## src/rtl/f124_stim_gen.sv

```systemverilog
// f124_stim_gen: sweeps all 16 input vectors of a 4-input function, holds each
// for DWELL cycles, captures the returned result into a 16-bit truth table and
// counts the ones. Supports abort and asynchronous reset mid-sweep.
module f124_stim_gen #(
    parameter int DWELL = 2              // cycles each vector is held, 1..15
) (
    input  logic        clk,
    input  logic        rst_n,
    input  logic        start,
    input  logic        abort,
    output logic        a,
    output logic        b,
    output logic        c,
    output logic        d,
    input  logic        out,
    output logic [3:0]  vec_idx,
    output logic [15:0] truth,
    output logic [4:0]  ones_cnt,
    output logic        busy,
    output logic        done
);

    typedef enum logic [1:0] {
        IDLE  = 2'd0,
        DRIVE = 2'd1,
        DONE  = 2'd2
    } state_t;

    localparam logic [3:0] LAST_DWELL = 4'(DWELL - 1);

    state_t     state, state_nxt;
    logic [3:0] dwell_cnt;
    logic       cap;

    // Capture edge of the current vector; abort wins over a coinciding capture.
    assign cap = (state == DRIVE) && !abort && (dwell_cnt == LAST_DWELL);

    // The vector bits come straight from the vec_idx flops, so they are registered.
    assign {a, b, c, d} = vec_idx;

    // State register.
    always_ff @(posedge clk or negedge rst_n) begin
        if (!rst_n) state <= IDLE;
        else        state <= state_nxt;
    end

    // Next-state decode and status outputs.
    always_comb begin
        state_nxt = state;
        busy      = 1'b0;
        done      = 1'b0;
        case (state)
            IDLE: begin
                if (start) state_nxt = DRIVE;
            end
            DRIVE: begin
                busy = 1'b1;
                if (abort)                          state_nxt = IDLE;
                else if (cap && vec_idx == 4'd15)   state_nxt = DONE;
            end
            DONE: begin
                done      = 1'b1;
                state_nxt = IDLE;
            end
            default: state_nxt = IDLE;
        endcase
    end

    // Sweep datapath: vector index, dwell counter, truth table and ones count.
    always_ff @(posedge clk or negedge rst_n) begin
        if (!rst_n) begin
            vec_idx   <= 4'd0;
            dwell_cnt <= 4'd0;
            truth     <= 16'h0000;
            ones_cnt  <= 5'd0;
        end else if (state == IDLE && start) begin
            vec_idx   <= 4'd0;
            dwell_cnt <= 4'd0;
            truth     <= 16'h0000;
            ones_cnt  <= 5'd0;
        end else if (state == DRIVE && !abort) begin
            if (cap) begin
                truth[vec_idx] <= out;
                // At most 16 captures per sweep, so the guard only protects 5'd16.
                if (out && ones_cnt != 5'd16) ones_cnt <= ones_cnt + 5'd1;
                dwell_cnt <= 4'd0;
                if (vec_idx != 4'd15) vec_idx <= vec_idx + 4'd1;
            end else begin
                dwell_cnt <= dwell_cnt + 4'd1;
            end
        end
    end

endmodule
```

## config.mk

```make
export PLATFORM = sky130hd
export DESIGN_NAME = f124_stim_gen
export DESIGN_NICKNAME = d
export VERILOG_FILES = /design/src/rtl/f124_stim_gen.sv
export SDC_FILE = /design/constraint.sdc
export NUM_CORES = 1
export LEC_CHECK = 0
export CAP_MARGIN = 30
export CORE_AREA = 2 2 95 51
export CTS_BUF_LIST = sky130_fd_sc_hd__clkbuf_8 sky130_fd_sc_hd__clkbuf_16
export CTS_CLUSTER_DIAMETER = 150
export DETAILED_ROUTE_END_ITERATION = 8
export DIE_AREA = 0 0 97 53
export PLACE_DENSITY = 0.68
export REMOVE_ABC_BUFFERS = 1
export SLEW_MARGIN = 0
export SYNTH_ARGS = -nofsm -noshare
export SYNTH_HDL_FRONTEND = slang
export SYNTH_SLANG_ARGS = --single-unit
```

## constraint.sdc

```tcl
create_clock -name clk -period 2.75 [get_ports clk]
set_clock_uncertainty 0.2 [all_clocks]
set_input_delay 0.55 -clock clk [delete_from_list [all_inputs] [get_ports clk]]
set_output_delay 0.55 -clock clk [all_outputs]
set_load 0.005 [all_outputs]
```

==> results of run 1 <==
## power by group through the flow
stage          Combinational [µW]  Clock [µW]  Sequential [µW]
2_1_floorplan                 117           0              506
3_3_place_gp                  219           0              507
3_5_place_dp                  229           0              510
4_1_cts                       229         361              501
5_1_grt                       255         381              505
6_report                      228         350              501
## logic make-up after synthesis
| kind of cell | synth area share |
|---|---|
| buffers and inverters | 0.0601 |
| adder cells (fa/ha/maj) | 0.0594 |
| multiplexers | 0.114 |
| AND/OR/NAND/NOR | 0.235 |
| flip-flops | 0.460 |
| AO/OA/AOI/OAI | 0.0713 |
## per-layer routing
layer / wire, µm / track usage / vias up / part of all wire
li1: - / - / 662 / -
met1: 2020 / 0.224 / 668 / 0.51
met2: 1730 / 0.244 / 28 / 0.44
met3: 118 / 0.0423 / 4 / 0.030
met4: 57 / 0.0845 / 0 / 0.015
met5: 0 / 0 / - / 0
## per-stage QoR
step | hold slack, ns | instances | setup slack [ns] | TNS, ns
final | 0.327 | 257 | 0.535 | 0
after global placement | 0.316 | 249 | 0.291 | 0
after detailed placement | 0.320 | 249 | 0.237 | 0
after global routing | 0.353 | 257 | 0.471 | 0
after floorplan | 0.0544 | 152 | -0.0658 | -0.0658
after CTS | 0.332 | 257 | 0.547 | 0
## synth_stat cells (all sizes together) (3+ instances only)
cell type	instances	area, µm²
or3b	3	26.3
a21oi	5	25.0
dfrtp	31	776
inv	6	22.5
nand2	22	82.6
o21ai	3	15.0
nand3	3	15.0
nor3b	3	22.5
mux2i	18	180
nand4	19	119
a31o	3	26.3
clkbuf	6	22.5
or3	3	18.8
ha	8	100
nor2	3	11.3
nor2b	4	25.0
buf	8	56.3
## state kept, by name (all words and copies together), names as in the netlist
| register | count |
|---|---|
| state | 2 |
| dwell_cnt | 4 |
| vec_idx | 4 |
| ones_cnt | 5 |
| truth | 16 |
## worst min-delay path, cell delays in order (launching register included)
cell and delay [ns]:
dfrtp_1 0.37, nand2_1 0.06, mux2i_1 0.06
## worst min path at each step
stage / startpoint / endpoint / slack, ns / cells past startpoint
6_report: truth[9] / truth[9] / 0.33 / 2
5_1_grt: truth[11] / truth[11] / 0.35 / 2
4_1_cts: truth[9] / truth[9] / 0.33 / 2
3_5_place_dp: truth[11] / truth[11] / 0.32 / 2
3_3_place_gp: truth[15] / truth[15] / 0.32 / 2
2_1_floorplan: rst_n / dwell_cnt[0] / 0.05 / 0
## cell type report
cell class,instances,area (µm²)
Sequential cell,31,776
Timing Repair Buffer,40,400
Inverter,6,22.5
Multi-Input combinational cell,115,818
Tap cell,57,71.3
Fill cell,391,2100
Clock buffer,5,68.8
Clock inverter,3,15.0
==> results.py, run 1 <==
metrics = {
    "finish": {
        "drive_gt1_frac": 0.105,
        "final_common_cell": "clkdlybuf4s50_1",
        "final_cell_area_um2": 2170,
        "final_cell_mix": "clkdlybuf4s50_1, dfrtp_1, nand2_1",
        "num_antenna_cells": 0,
        "area_delta_synth_final_pct": 28.9,
        "finalCoreUtilization": 0.508,
        "nNetsFinal": 212,
    },
    "grt": {
        "grt_overflow_total": 0,
        "antenna_found_initial": 0,
        "grt_use_total": 0.164,
        "grt_max_degree": 32,
        "grt_pass1_wl_um": 6350,
        "grt_pass1_vias": 1254,
    },
    "power": {
        "power_density_nw_per_um2": 497,
        "switching_power_uw": 336,
        "switching_share": 0.311,
        "p_int_uw": 743,
        "p_total_uw": 1080,
        "p_leak_uw": 0.000998,
        "pwr-share-clk": 0.324,
        "power_frac_comb": 0.212,
        "sequentialPowerShare": 0.465,
        "peakVddDrop_mv": 0.241,
    },
    "die": {
        "die_w_um": 97,
        "boundaryPins": 36,
        "initial_utilization": 0.394,
        "core_um2": 4280,
        "fp.dieH_um": 53,
        "die-area_um2": 5140,
        "fp-row-count": 17,
    },
    "worst_setup_path": {
        "path_delay_family": "simple AND/OR/NAND/NOR gates",
        "crit_type": "in2reg",
        "endpoint": "ones_cnt[4]",
        "worst_path_largest_cell_delay_ns": 0.56,
        "cp.required_ns": 2.77,
        "slowest_stage": "or3b_1",
        "r2r_cells": 5,
        "r2r_slack_ns": 0.66,
        "reg2reg_from": "dwell_cnt[1]",
        "crit_path_end_kind": "flop",
        "crit_path_start_kind": "input port",
        "cp.depth": 4,
        "worstReg2RegEnd": "ones_cnt[4]",
        "critPathBufInv": 1,
        "crit_fanout": 14,
        "crit_path_start": "abort",
        "cp.arrival_ns": 2.23,
        "path_cells": "clkdlybuf4s50_1 > or3b_1 > or4_1 > a21oi_1",
    },
    "sta": {
        "slew_viol_final": 0,
        "fmax_mhz": 452,
        "fin_crit_sh": 0.805,
        "rsz0062_at_grt": "false",
        "setup_violations": 0,
        "period_minus_slack_ns": 2.21,
        "relSlewSlack": 0.656,
        "finalHoldViolations": 0,
        "max_slew.worst_pin.slew_ns": 0.515,
    },
    "clock_network": {
        "clk_path_buf_depth": 2,
        "ctsResizeCount": 0,
        "tritoncts": "built",
        "cts_sinks": 31,
        "cts_buffers": 5,
        "htreeDepth": 2,
        "insertion_delay_ns": 0.29,
        "path_clk_slew_ns": 0.07,
        "hold_buffers": 0,
        "cts_setup_buffers": 0,
        "cts-root-buf": "clkbuf_8",
    },
    "synth": {
        "seq_area_frac_synth": 0.460,
        "synthFlopType": "dfrtp_1",
        "yosysUniqueCellTypes": 33,
        "yosys_warnings": 0,
        "synth.avg_cell_area_um2": 10.2,
        "synth-seq-cells": 31,
        "ys_async_sr_fraction": 1.00,
        "synth_edf_count": 0,
        "synth_area_um2": 1690,
        "syn_inst": 166,
    },
    "placed_design": {
        "place_congestion": 0.788,
        "placed_area_um2": 2090,
        "numPortBuffers": 35,
        "hpwl_um": 2780,
    },
    "hold_path": {
        "hp-class": "reg2reg",
    },
    "route": {
        "first_iter_violations": 116,
        "ant_nets": 0,
        "first_pass_iters": 4,
        "vias_per_cell": 5.30,
        "routed_wirelength_um": 3930,
        "wl_per_cell_um": 15.3,
        "drc_errors": 0,
        "vias": 1362,
    },
    "flow_run": {
        "drv_cap": 0,
    },
    "run_status": {
        "status": "finished clean",
    },
}
(Power assumes the default switching activity.)
==> run 2: changes to the inputs <==
- clock period: 2.75 -> 2.2 ns (I/O delays scaled with it)
==> results.py, run 2 (synthesized netlist as in run 1, its figures left out) <==
metrics = {
    "run_status": {
        "status": "finished clean",
    },
    "sta": {
        "tns_ns": 0,
        "fin_crit_sh": 0.906,
        "slew_viol_final": 0,
        "relSlewSlack": 0.726,
        "period_minus_slack_ns": 1.99,
        "rsz0062_at_grt": "false",
        "hold_slack_ns": 0.331,
        "max_slew.worst_pin.slew_ns": 0.411,
        "setup_violations": 0,
        "fmax_mhz": 502,
        "finalHoldViolations": 0,
    },
    "power": {
        "power_density_nw_per_um2": 626,
        "pwr-share-clk": 0.324,
        "switching_share": 0.298,
        "power_frac_comb": 0.229,
        "p_int_uw": 986,
        "p_total_uw": 1400,
        "peakVddDrop_mv": 0.281,
        "p_leak_uw": 0.00104,
        "sequentialPowerShare": 0.447,
        "switching_power_uw": 418,
    },
    "worst_setup_path": {
        "crit_path_end_kind": "output port",
        "cp.required_ns": 1.56,
        "crit_path_start_kind": "flop",
        "cp.arrival_ns": 1.35,
        "crit_type": "reg2out",
        "crit_fanout": 6,
    },
    "grt": {
        "grt_pass1_vias": 1376,
        "grt_pass1_wl_um": 6770,
        "grt_overflow_total": 0,
        "grt_max_degree": 32,
        "antenna_found_initial": 0,
        "grt_use_total": 0.174,
    },
    "finish": {
        "multi_input_area_um2": 818,
        "num_antenna_cells": 0,
        "final_cell_mix": "clkdlybuf4s50_1, dfrtp_1, nand2_1",
        "final_cell_area_um2": 2240,
        "drive_gt1_frac": 0.131,
        "regArea_um2": 776,
        "fill_cells": 386,
        "largestRegisters": "truth: 16 flops, ones_cnt: 5 flops",
        "top_register": "truth",
        "area_delta_synth_final_pct": 33.0,
        "largest_register_ffs": 16,
        "final_common_cell": "clkdlybuf4s50_1",
        "nNetsFinal": 219,
    },
    "die": {
        "core_um2": 4280,
        "boundaryPins": 36,
        "fp-row-count": 17,
        "fp.dieH_um": 53,
        "die-area_um2": 5140,
        "initial_utilization": 0.394,
        "die_w_um": 97,
    },
    "clock_network": {
        "insertion_delay_ns": 0.28,
        "cts_buffers": 5,
        "htreeDepth": 2,
        "path_clk_slew_ns": 0.07,
        "cts-root-buf": "clkbuf_8",
        "cts_sinks": 31,
        "clk_path_buf_depth": 2,
        "ctsResizeCount": 0,
        "cts_setup_buffers": 0,
        "hold_buffers": 0,
        "tritoncts": "built",
    },
    "route": {
        "drc_errors": 0,
        "vias_per_cell": 5.47,
        "first_iter_violations": 43,
        "vias": 1439,
        "wl_per_cell_um": 16.2,
        "first_pass_iters": 4,
        "routed_wirelength_um": 4250,
        "ant_nets": 0,
    },
    "placed_design": {
        "place_congestion": 0.839,
        "numPortBuffers": 35,
        "placed_area_um2": 2150,
        "hpwl_um": 3100,
    },
    "hold_path": {
        "hp-class": "reg2reg",
    },
    "flow_run": {
        "drv_cap": 0,
    },
}
[run 2: cell count changes in the layout (fill, tap and decap cells not counted)]
cell      delta
clkbuf_8     +1
clkinv_2     -2
buf_4        +6
buf_12       +1
[run 2: cell type report]
type | count | share of cell area
Clock inverter | 1 | 0.00223
Tap cell | 57 | 0.0318
Inverter | 6 | 0.0101
Sequential cell | 31 | 0.346
Clock buffer | 6 | 0.0369
Timing Repair Buffer | 47 | 0.208
Multi-Input combinational cell | 115 | 0.365
[run 2: metrics by stage]
stage | worst slack [ns] | cells | utilization
after floorplan | -0.616 | 152 | -
after global placement | 0.00718 | 256 | 0.504
after detailed placement | -0.0171 | 256 | 0.504
after CTS | 0.195 | 263 | 0.524
after global routing | 0.128 | 263 | 0.524
final | 0.206 | 263 | 0.524
[run 2: routing by layer]
layer | vias up | part of all wire | GRT usage
met1 | 729 | 0.51 | 0.245
met3 | 4 | 0.039 | 0.0423
met4 | 0 | 0.0047 | 0.0540
met5 | - | 0 | 0
met2 | 31 | 0.45 | 0.265
li1 | 675 | - | -
[run 2: critical path, stage by stage, from the launching register on]
cell and delay, ns:
dfrtp_1 0.43, nor2b_1 0.15, clkdlybuf4s50_1 0.50
[run 2: path summary, 6_finish.rpt]
kind | startpoint | end | slack (ns) | cells after the start
min reg2reg | truth[0] | truth[0] | 0.33 | 2
min | truth[0] | truth[0] | 0.33 | 2
max reg2reg | dwell_cnt[1] | ones_cnt[3] | 0.23 | 5
min in group asynchronous | rst_n | truth[13] | 0.36 | 2
max in group asynchronous | rst_n | ones_cnt[0] | 1.15 | 2
max | state[1] | done | 0.21 | 2
[run 2: power by group through the flow]
stage / Combinational, µW / Sequential (µW) / Clock, µW
floorplan: 146 / 632 / 0
global placement: 306 / 633 / 0
detailed placement: 319 / 637 / 0
CTS: 321 / 627 / 460
global route: 355 / 631 / 490
finish: 322 / 628 / 454
==> patch: new RTL, config.mk and constraints of run 1 <==
Put a register stage on the output `done`, cleared by the reset. The value now appears one clock later. The other outputs are not delayed to match.
--- a/src/rtl/f124_stim_gen.sv
+++ b/src/rtl/f124_stim_gen.sv
@@ -28,6 +28,8 @@
 
     localparam logic [3:0] LAST_DWELL = 4'(DWELL - 1);
 
+    logic done_d;
+
     state_t     state, state_nxt;
     logic [3:0] dwell_cnt;
     logic       cap;
@@ -48,7 +50,7 @@
     always_comb begin
         state_nxt = state;
         busy      = 1'b0;
-        done      = 1'b0;
+        done_d    = 1'b0;
         case (state)
             IDLE: begin
                 if (start) state_nxt = DRIVE;
@@ -59,7 +61,7 @@
                 else if (cap && vec_idx == 4'd15)   state_nxt = DONE;
             end
             DONE: begin
-                done      = 1'b1;
+                done_d    = 1'b1;
                 state_nxt = IDLE;
             end
             default: state_nxt = IDLE;
@@ -91,4 +93,12 @@
         end
     end
 
+    always_ff @(posedge clk or negedge rst_n) begin
+        if (!rst_n) begin
+            done <= '0;
+        end else begin
+            done <= done_d;
+        end
+    end
+
 endmodule
Formal check against the unedited RTL: same outputs for any inputs over 10 cycles, from zero or initial values and one cycle with rst_n low; that may be too few to reach the edited logic, so the function may still have changed.
==> patch against run 1 <==
Cell area is 4.4% higher; synthesized cell count is 3.6% higher; utilization is 2.3 points higher; power is 15% higher; sequential share of layout area is 0.41 points lower; combinational power is 3% lower; sequential cell count is 1 higher; routed wire length is 0.46% higher; area after synthesis is 2.9% higher; via count is 0.81% higher; setup slack worse by 0.026 ns; critical path type unchanged.
==> patch: results (changes against run 1) <==
[run_status]
status = finished, final reports clean

[detailed_routing]
dr_wl_met2_mm = 1.42  ; -18%
route.met3.wl_um = 212  ; +80%
wl_met1_mm = 2.28  ; +13%
wl_mm = 3.94  ; +0.46%
drtIter0Drc = 55  ; -53%
wire_per_inst_um = 14.8  ; -2.9%

[synth]
synthMuxAreaShare_pct = 12.2  ; +0.83 points
synth_compound_area_share_pct = 5.05  ; -2.1 points
synthAdderAreaFrac_pct = 5.77  ; -0.17 points
yosysUniqueCellTypes = 32  ; -3.0%
synth.area.top_cells = dfrtp_1 (46%), mux2i_1 (12%), nand2_1 (5.8%)
yosys-top-cells-count = dfrtp_1 (32), nand2_1 (27), mux2i_1 (20)

[power]
comb_power_share_pct = 17.9  ; -3.3 points
leakagePower_uw = 0.00104  ; +3.8%
swShare_pct = 27.0  ; -4.1 points
powerSeq_uw = 521  ; +4%

[critical_path]
r2r_setup_slack_ns = 0.62  ; -0.04 ns
crit_path_end = dwell_cnt[0]$_DFFE_PN0N_

[run]
max-cap-violations = 0  ; unchanged

[timing]
worst_hold_slack_ns = 0.325  ; -0.00181 ns

[global_route]
met3_usage_pct = 4.89  ; +0.66 points
use_met1_pct = 26.4  ; +4.0 points
track_usage_pct = 17.1  ; +0.66 points
grt_pass1_wl_mm = 6.62  ; +4.2%
grt_start_max_net_pins = 33  ; +3.1%
use_met2_pct = 22.6  ; -1.9 points

[layout]
fillCellCount = 389  ; -0.51%
fin_nets = 221  ; +4.2%
multiInputGateArea_um2 = 833  ; +1.8%

[placed_design]
dp_hpwl_mm = 2.81  ; +1.1%
dp_slack_ns = 0.229  ; -0.00806 ns
gp_congestion = 0.774  ; -1.8%
placed_area_mm2 = 0.00214  ; +2.6%
dp.cells = 258  ; +3.6%

[min_path]
min_from = truth[8]$_DFFE_PN0P_
hold_end = truth[8]$_DFFE_PN0P_

==> patch: cell types whose count changed after synthesis, moves of 3 or more <==
| cell | before | now |
|---|---|---|
| nand3_1 | 3 | 12 |
| nand2_1 | 22 | 27 |
| nor4bb_1 | 0 | 3 |
| nand4_1 | 19 | 9 |
==> patch: layout make-up <==
class                           instances  share of cell area, %
Tap cell                               57                   3.14
Clock buffer                            7                   4.25
Sequential cell                        32                   35.3
Inverter                                7                   1.16
Clock inverter                          1                   1.32
Multi-Input combinational cell        119                   36.7
Timing Repair Buffer                   43                   18.1
==> patch: worst max-delay path, stage by stage <==
cell and delay [ns]:
clkdlybuf4s50_1 0.46, or3b_1 0.55, buf_4 0.23, or3_1 0.31, a21oi_1 0.14
==> patch: kinds of logic after synthesis <==
logic type	after synthesis
adders and majority gates	8
AOI/OAI and AO/OA	14
buffers and inverters	21
DFF	32
muxes	21
and+or+nand+nor	76
